`config.mk`:
```
export PLATFORM = sky130hd
export DESIGN_NAME = regfile_wb_arbiter
export DESIGN_NICKNAME = d
export VERILOG_FILES = /design/src/rtl/regfile_wb_arbiter.sv
export SDC_FILE = /design/constraint.sdc
export NUM_CORES = 1
export LEC_CHECK = 0
export ABC_AREA = 1
export CAP_MARGIN = 40
export CELL_PAD_IN_SITES_DETAIL_PLACEMENT = 1
export CELL_PAD_IN_SITES_GLOBAL_PLACEMENT = 1
export CORE_ASPECT_RATIO = 1.25
export CORE_UTILIZATION = 38
export CTS_CLUSTER_SIZE = 12
export DETAILED_ROUTE_END_ITERATION = 10
export PLACE_DENSITY = 0.93
export SLEW_MARGIN = 20
export SYNTH_ARGS = -nofsm -noshare
export SYNTH_HDL_FRONTEND = slang
export SYNTH_SLANG_ARGS = --single-unit
```
`constraint.sdc`:
```
create_clock -name clk -period 5 [get_ports clk]
set_input_delay 1 -clock clk [delete_from_list [all_inputs] [get_ports clk]]
set_output_delay 1 -clock clk [all_outputs]
set_load 0.02 [all_outputs]
```
`src/rtl/regfile_wb_arbiter.sv`:
```
// Register-file write-port arbiter: WB stage has priority, mult/div results queue in a FIFO.
// Optional zero-latency bypass of mult/div results into idle slots: define RF_ARB_BYPASS_EN.
module regfile_wb_arbiter #(
  parameter int DATA_W     = 32,
  parameter int ADDR_W     = 5,
  parameter int DEPTH      = 2,
  parameter int STARVE_MAX = 4
) (
  input  logic              clk,
  input  logic              rst_n,
  input  logic              wb_we,
  input  logic [ADDR_W-1:0] wb_addr,
  input  logic [DATA_W-1:0] wb_data,
  input  logic              md_valid,
  output logic              md_ready,
  input  logic [ADDR_W-1:0] md_addr,
  input  logic [DATA_W-1:0] md_data,
  input  logic [ADDR_W-1:0] rs_addr,
  input  logic [ADDR_W-1:0] rt_addr,
  output logic              rs_pending,
  output logic              rt_pending,
  output logic              rf_we,
  output logic [ADDR_W-1:0] rf_addr,
  output logic [DATA_W-1:0] rf_data,
  output logic              stall_req,
  output logic              busy
);

  localparam int PTR_W = (DEPTH > 1) ? $clog2(DEPTH) : 1;
  localparam int CNT_W = PTR_W + 1;
  localparam int STV_W = (STARVE_MAX > 1) ? $clog2(STARVE_MAX) : 1;
  localparam logic [CNT_W-1:0] DEPTH_C  = CNT_W'(DEPTH);
  localparam logic [STV_W-1:0] STV_LAST = STV_W'(STARVE_MAX - 1);

  logic [DEPTH-1:0]  live_q, live_d;
  logic [ADDR_W-1:0] addr_q [DEPTH];
  logic [DATA_W-1:0] data_q [DEPTH];
  logic [PTR_W-1:0]  wr_ptr_q, wr_ptr_d, rd_ptr_q, rd_ptr_d;
  logic [CNT_W-1:0]  count_q, count_d;
  logic [STV_W-1:0]  starve_q, starve_d;
  logic              stall_q, stall_d;

  logic fifo_empty, wb_act, grant_head, bypass, push, pop;

  assign fifo_empty = (count_q == '0);
  assign wb_act     = wb_we && (wb_addr != '0);
  assign md_ready   = rst_n && (count_q < DEPTH_C);
  // During a stall the WB write is held upstream, so the head wins even over an active WB.
  assign grant_head = !fifo_empty && (stall_q || !wb_act);
  assign pop        = rst_n && grant_head;
  assign push       = md_valid && md_ready && (md_addr != '0) && !bypass;
  assign stall_req  = stall_q;
  assign busy       = !fifo_empty;

  always_comb begin
    // NOTE: every output of an always_comb gets a default first, so no latch can be inferred.
    bypass  = 1'b0;
    rf_we   = 1'b0;
    rf_addr = '0;
    rf_data = '0;
`ifdef RF_ARB_BYPASS_EN
    bypass = rst_n && fifo_empty && !wb_act && !stall_q && md_valid && (md_addr != '0);
`endif
    if (rst_n) begin
      if (grant_head) begin
        rf_we   = live_q[rd_ptr_q];
        rf_addr = addr_q[rd_ptr_q];
        rf_data = data_q[rd_ptr_q];
      end else if (wb_act) begin
        rf_we   = 1'b1;
        rf_addr = wb_addr;
        rf_data = wb_data;
      end else if (bypass) begin
        rf_we   = 1'b1;
        rf_addr = md_addr;
        rf_data = md_data;
      end
    end
  end

  always_comb begin
    rs_pending = 1'b0;
    rt_pending = 1'b0;
    for (int i = 0; i < DEPTH; i++) begin
      if (live_q[i] && (addr_q[i] == rs_addr)) rs_pending = 1'b1;
      if (live_q[i] && (addr_q[i] == rt_addr)) rt_pending = 1'b1;
    end
    if (rs_addr == '0) rs_pending = 1'b0;
    if (rt_addr == '0) rt_pending = 1'b0;
  end

  always_comb begin
    live_d   = live_q;
    wr_ptr_d = wr_ptr_q;
    rd_ptr_d = rd_ptr_q;
    count_d  = count_q;
    starve_d = '0;
    stall_d  = 1'b0;
    // A younger WB write to the same register makes the buffered result stale.
    for (int i = 0; i < DEPTH; i++) begin
      if (wb_act && live_q[i] && (addr_q[i] == wb_addr)) live_d[i] = 1'b0;
    end
    if (pop) begin
      live_d[rd_ptr_q] = 1'b0;
      rd_ptr_d         = rd_ptr_q + PTR_W'(1);
    end
    if (push) begin
      live_d[wr_ptr_q] = 1'b1;
      wr_ptr_d         = wr_ptr_q + PTR_W'(1);
    end
    unique case ({push, pop})
      2'b10:   count_d = count_q + CNT_W'(1);
      2'b01:   count_d = count_q - CNT_W'(1);
      default: count_d = count_q;
    endcase
    if (!fifo_empty && !grant_head) begin
      if (starve_q == STV_LAST) stall_d = 1'b1;
      else                      starve_d = starve_q + STV_W'(1);
    end
  end

  always_ff @(posedge clk) begin
    // NOTE: sequential state uses non-blocking assignments so every flop samples pre-edge values.
    if (!rst_n) begin
      live_q   <= '0;
      wr_ptr_q <= '0;
      rd_ptr_q <= '0;
      count_q  <= '0;
      starve_q <= '0;
      stall_q  <= 1'b0;
    end else begin
      live_q   <= live_d;
      wr_ptr_q <= wr_ptr_d;
      rd_ptr_q <= rd_ptr_d;
      count_q  <= count_d;
      starve_q <= starve_d;
      stall_q  <= stall_d;
    end
  end

  // NOTE: payload storage is not reset; live bits and count decide whether an entry means anything.
  always_ff @(posedge clk) begin
    if (push) begin
      addr_q[wr_ptr_q] <= md_addr;
      data_q[wr_ptr_q] <= md_data;
    end
  end

endmodule

```
==> impl_metrics.csv, run 1 <==
group,metric,value,unit
setup_path,path_cells,"clkdlybuf4s50_1 -> nor2_1 -> nand3_2 -> nand3_4 -> nand2_4 -> buf_4 -> nand3_1 -> a21oi_1 -> clkdlybuf4s50_1",
yosys,avgSynthCellArea,9.52,um2
clock_tree,cts_buffers,9,
setup_path,endpoint,"rf_addr[3]",
yosys,syn_area,4380,um2
status,failed_checks,"DRC",
hold_path,hp-start,"starve_q[0]",
clock_tree,root_buffer,"clkbuf_16",
sta,grt_setup_unrepaired,"no",
setup_path,cp_data_required_time,4.00,ns
power_and_ir_drop,p_leak,2.27,nW
clock_tree,htreeDepth,3,
layout,syn2layout_area_growth,39.7,%
clock_tree,cts_tree,"yes",
yosys,synthesis.nets,550,
placement,dp_hpwl,9.48,mm
setup_path,slowest_delay,0.63,ns
yosys,muxShareOfSynthArea,0,
global_routing,grt_pass1_wl,20.7,mm
yosys,yosysSeqAreaShare,0.553,
route,highest_layer,"met4",
global_routing,grt_max_degree,42,
yosys,synthXorXnorAreaFrac,0.0300,
yosys,synth_cells,460,
floorplan,die_h,122,um
clock_tree,path_clk_slew,0.06,ns
clock_tree,cts_buffer_depth,2,
layout,post-route-util,0.549,
clock_tree,hold_buffers,0,
run,cap_violations,0,
sta,clock_skew,0.00949,ns
route,met3WireLength,505,um
route,viasPerCell,5.32,
placement,place_congestion,0.893,
setup_path,cpMostUsedCell,"clkdlybuf4s50_1",
yosys,ys_types,34,
floorplan,core,11100,um2
setup_path,crit_arrival,3.48,ns
setup_path,crit_family,"buffers and inverters",
setup_path,crit_slowest_cell,"clkdlybuf4s50_1",
route,num_vias,3865,
route,avgRoutedWirePerCell,18.3,um
power_and_ir_drop,vdd_drop_max,0.217,mV
placement,port_buffers,130,
setup_path,crit_path_max_fanout,21,
route,ant_nets,0,
global_routing,grtUsageTotal,0.228,
clock_tree,post-cts-setup-buffers,0,
floorplan,die_x,98.0,um
sta,fmax,223,MHz
sta,maxSlewViolCount,0,
route,drt_iter0_drc,195,
layout,drive_gt1_frac,0.120,
layout,antenna_cells,0,
floorplan,start_util,0.393,
floorplan,row_count,43,
sta,fin_crit_sh,0.897,
sta,finalSetupViolations,0,
setup_path,r2r_cells,6,
global_routing,grt.overflow.total,0,
global_routing,first_global_vias,4189,
setup_path,r2r_setup_slack,2.82,ns
setup_path,critPathLaunchType,"primary input",
clock_tree,cts_resized,0,
sta,tightest_slew,0.702,ns
setup_path,path_buf_inv,3,
clock_tree,cts_sinks,84,
yosys,synth_top_family_by_area,"simple AND/OR/NAND/NOR gates",
route,routed_wl,13.3,mm
yosys,synth_fa_ha_area_frac,0.00571,
setup_path,timing.rr.start,"count_q[1]",
sta,finalCriticalPeriod,4.48,ns
setup_path,crit_start,"wb_addr[0]",
global_routing,antenna_found_initial,0,
route,route.met2.wl,7.15,mm
clock_tree,clk_latency,0.34,ns
sta,hold_violations,0,
setup_path,path_depth,9,
floorplan,pin_count,131,
route,remaining_drc_errors,5,
layout,nets,677,
setup_path,timing.rr.end,"data_q[0][29]",
yosys,yosys_warnings,0,
floorplan,die_area,12000,um2
yosys,synth_seq_cells,84,
route,wl_met1,5.17,mm
setup_path,critPathCaptureType,"primary output",
sta,relSlewSlack,0.532,
yosys,synth-compound-area-share,0.108,
sta,finalSetupTns,0,ns
hold_path,hp-class,"reg2reg",
route,dr.pass1.iters,7,
setup_path,worstSetupPathType,"in2out",
yosys,yosys.area_share.simple,0.243,
power_and_ir_drop,p_per_area,307,nW/um2
status,status,"complete, but fails checks",
## cells in the mapped netlist
library cell	n	share of area
buf_4	5	0.0086
xor2_1	7	0.014
nor2_1	27	0.023
nor4_1	2	0.0029
o22ai_1	8	0.011
a21oi_2	19	0.038
a21oi_1	31	0.035
a22oi_1	1	0.0017
edfxtp_1	74	0.51
xnor2_1	8	0.016
nand3_2	20	0.046
nand2_2	1	0.0014
nor3_1	2	0.0023
o21a_1	1	0.0017
ha_1	2	0.0057
buf_1	1	0.00086
a211oi_1	1	0.0017
nand2_4	1	0.0026
nand3_4	1	0.0040
inv_1	24	0.021
clkinv_1	1	0.00086
o21ai_0	15	0.017
nor3b_1	2	0.0034
clkbuf_1	11	0.0094
buf_8	1	0.0034
nand2_1	150	0.13
dfxtp_1	10	0.046
buf_6	1	0.0026
o21ai_1	1	0.0011
inv_2	3	0.0026
nand3_1	25	0.029
inv_4	1	0.0014
buf_12	2	0.0091
buf_2	1	0.0011
## flip-flops by register name, indices dropped and copies added, names as in the netlist, named ones only
register and count:
live_q 2, wr_ptr_q 1, count_q 2, rd_ptr_q 1
data_q 64, addr_q 10, stall_req 1, starve_q 2
## layer usage
metal	GRT usage	up-vias
li1	-	1821
met1	0.249	1911
met2	0.426	100
met3	0.0333	33
met4	0.116	0
met5	0	-
## how the worst min path moves through the flow
| stage | to | slack, ns | cells past startpoint |
|---|---|---|---|
| floorplan | starve_q[0] | 0.41 | 1 |
| global placement | starve_q[0] | 0.41 | 1 |
| detailed placement | starve_q[0] | 0.44 | 1 |
| CTS | starve_q[0] | 0.49 | 1 |
| global route | starve_q[0] | 0.51 | 1 |
| finish | starve_q[0] | 0.49 | 1 |
## power breakdown
group | switching [mW] | internal [mW]
registers | 0.0153 | 0.796
logic | 0.226 | 0.177
clock network | 0.274 | 0.389
## worst register-to-register path: stages, from the launching register on
cell,delay [ns]
dfxtp_1,0.34
nor2_1,0.23
nand3_1,0.28
inv_1,0.13
nand2_1,0.10
inv_1,0.53
buf_12,0.27
## per-stage QoR
step | total power [mW] | hold slack [ns] | instances | area (um2) | worst slack (ns)
detailed placement | 1.23 | 0.437 | 711 | 5820 | 0.493
floorplan | 1.04 | 0.408 | 460 | 4380 | 1.38
CTS | 1.89 | 0.495 | 727 | 6120 | 0.488
global placement | 1.20 | 0.414 | 709 | 5760 | 0.565
global route | 1.95 | 0.506 | 727 | 6120 | 0.339
finish | 1.88 | 0.490 | 727 | 6120 | 0.516
## cell usage in the layout (no fill, tap or decap), types with 3 or more instances in the layout
cell,instances
nand2_1,150
clkdlybuf4s50_1,130
edfxtp_1,74
a21oi_1,31
nor2_1,26
nand3_1,25
inv_1,24
nand3_2,20
a21oi_2,19
o21ai_0,15
dfxtp_1,10
clkbuf_16,9
o22ai_1,8
xnor2_1,8
xor2_1,7
buf_4,5
inv_2,3
## area by class of cell
class / instances / area [um2]
timing repair buffer: 138 / 1410
multi-input combinational: 325 / 1700
clock buffer: 9 / 225
tap: 135 / 169
sequential: 84 / 2420
clock inverter: 7 / 76.3
fill: 1252 / 5020
inverter: 29 / 111
## cells by family (layout without fill, tap and decap cells)
group	count (synthesis)	after routing
DFF	84	84
and+or+nand+nor	231	231
buffers and inverters	51	183
adders and majority gates	2	2
AOI/OAI and AO/OA	77	77
xor gates and xnor gates	15	15
Power figures use the tool's default switching activity.
==> run 2: changes to the inputs <==
--- a/config.mk
+++ b/config.mk
@@ -6,14 +6,13 @@
 export NUM_CORES = 1
 export LEC_CHECK = 0
 export ABC_AREA = 1
-export CAP_MARGIN = 40
 export CELL_PAD_IN_SITES_DETAIL_PLACEMENT = 1
 export CELL_PAD_IN_SITES_GLOBAL_PLACEMENT = 1
 export CORE_ASPECT_RATIO = 1.25
-export CORE_UTILIZATION = 38
+export CORE_UTILIZATION = 35
 export CTS_CLUSTER_SIZE = 12
 export DETAILED_ROUTE_END_ITERATION = 10
-export PLACE_DENSITY = 0.93
+export PLACE_DENSITY = 0.88
 export SLEW_MARGIN = 20
 export SYNTH_ARGS = -nofsm -noshare
 export SYNTH_HDL_FRONTEND = slang
==> constraint.sdc (replaced) <==
create_clock -name clk -period 4.5 [get_ports clk]
set_input_delay 0.9 -clock clk [delete_from_list [all_inputs] [get_ports clk]]
set_output_delay 0.9 -clock clk [all_outputs]
set_load 0.02 [all_outputs]
==> impl_metrics.csv, run 2 (same netlist as run 1, synthesis figures left out) <==
group,metric,value,unit
clock_tree,cts_sinks,84,
route,ant_nets,0,
clock_tree,cts_buffers,9,
floorplan,core,12200,um2
power_and_ir_drop,p_per_area,331,nW/um2
route,viasPerCell,4.99,
sta,relSlewSlack,0.622,
clock_tree,root_buffer,"clkbuf_16",
route,num_vias,3781,
clock_tree,htreeDepth,3,
clock_tree,cts_tree,"yes",
setup_path,critPathCaptureType,"primary output",
sta,hold-worst-slack,0.436,ns
sta,finalCriticalPeriod,4.31,ns
placement,dp_hpwl,9.67,mm
global_routing,grt_max_degree,41,
floorplan,start_util,0.360,
global_routing,grt.overflow.total,0,
layout,top_register,"data_q",
run,cap_violations,0,
clock_tree,cts_resized,0,
setup_path,cp_data_required_time,3.60,ns
route,drt_iter0_drc,102,
floorplan,die_x,102,um
power_and_ir_drop,p_leak,2.25,nW
layout,reg.largest.list,"data_q (64), addr_q (10)",
global_routing,grt_pass1_wl,20.5,mm
layout,mostFrequentLayoutCells,"nand2_1 (150), clkdlybuf4s50_1 (130), edfxtp_1 (74), a21oi_1 (31), nor2_1 (26)",
sta,grt_setup_unrepaired,"no",
route,routed_wl,13.0,mm
floorplan,row_count,45,
sta,fmax,232,MHz
setup_path,crit_path_max_fanout,37,
layout,fin_area,6100,um2
global_routing,antenna_found_initial,1,
power_and_ir_drop,vdd_drop_max,0.187,mV
placement,port_buffers,130,
route,avgRoutedWirePerCell,17.2,um
sta,finalSetupViolations,0,
layout,n_fill_cell,1429,
setup_path,critPathLaunchType,"primary input",
sta,finalSetupTns,0,ns
layout,syn2layout_area_growth,39.3,%
clock_tree,post-cts-setup-buffers,0,
floorplan,pin_count,131,
layout,drive_gt1_frac,0.120,
sta,hold_violations,0,
clock_tree,hold_buffers,0,
floorplan,die_area,13000,um2
route,dr.pass1.iters,4,
route,remaining_drc_errors,0,
floorplan,die_h,127,um
clock_tree,clk_latency,0.34,ns
sta,maxSlewViolCount,0,
layout,layout_commonest_cell,"nand2_1",
clock_tree,path_clk_slew,0.06,ns
layout,ff_latch_area,2420,um2
layout,nets,678,
placement,place_area,5820,um2
hold_path,hp-class,"reg2reg",
layout,multi_input_area,1700,um2
layout,largest_register_ffs,64,
clock_tree,cts_buffer_depth,2,
setup_path,crit_arrival,3.41,ns
sta,clock_skew,0.00665,ns
setup_path,worstSetupPathType,"in2out",
sta,tightest_slew,0.564,ns
placement,place_congestion,0.826,
global_routing,grtUsageTotal,0.211,
status,status,"finished clean",
sta,fin_crit_sh,0.959,
global_routing,first_global_vias,4147,
-- run 2: changes by cell type in the layout (fill, tap and decap cells not counted), sizes merged --
cell and change:
clkbuf +2, bufinv -1, buf +1, diode +1, clkinvlp -1
-- run 2: power breakdown --
group / leakage [nW] / switching [mW] / total [mW] / internal [mW]
clock: 0.136 / 0.291 / 0.680 / 0.389
sequential: 0.760 / 0.0161 / 0.900 / 0.884
combinational: 1.36 / 0.247 / 0.439 / 0.192
total: 2.25 / 0.554 / 2.02 / 1.47
-- run 2: metal layers --
metal  global-route usage  routed length [um]
met2                0.400                7240
met5                    0                   0
met1                0.223                4870
met3               0.0317                 517
met4               0.0975                 402
-- run 2: through the flow --
stage | util | setup WS (ns) | power (mW) | cells
final | 0.502 | 0.185 | 2.02 | 758
after global routing | 0.502 | 0.0332 | 2.10 | 758
after CTS | 0.501 | 0.176 | 2.05 | 757
after detailed placement | 0.479 | 0.191 | 1.36 | 741
after global placement | 0.479 | 0.297 | 1.34 | 741
after floorplan | - | 0.977 | 1.16 | 460
-- run 2: critical path, cell delays in order --
cell and delay (ns):
clkdlybuf4s50_1 0.51, nor2_1 0.17, nand3_2 0.13, nand3_4 0.11
nand2_4 0.18, inv_4 0.40, nand2_1 0.09, a21oi_1 0.24
clkdlybuf4s50_1 0.66
-- run 2: cell type report --
class                           instances  area share
Sequential cell                        84       0.397
Multi-Input combinational cell        325       0.279
Timing Repair Buffer                  139       0.226
Clock buffer                           11      0.0398
Tap cell                              164      0.0336
Inverter                               29      0.0183
Clock inverter                          5     0.00574
Antenna cell                            1    0.000410
-- run 2: worst paths after layout --
path	startpoint	end	slack [ns]	depth (start not counted)
hold / removal	starve_q[0]	starve_q[0]	0.44	1
setup / recovery	wb_addr[0]	rf_data[8]	0.19	9
setup reg to reg	count_q[1]	addr_q[0][1]	2.69	6
hold reg to reg	starve_q[0]	starve_q[0]	0.44	1
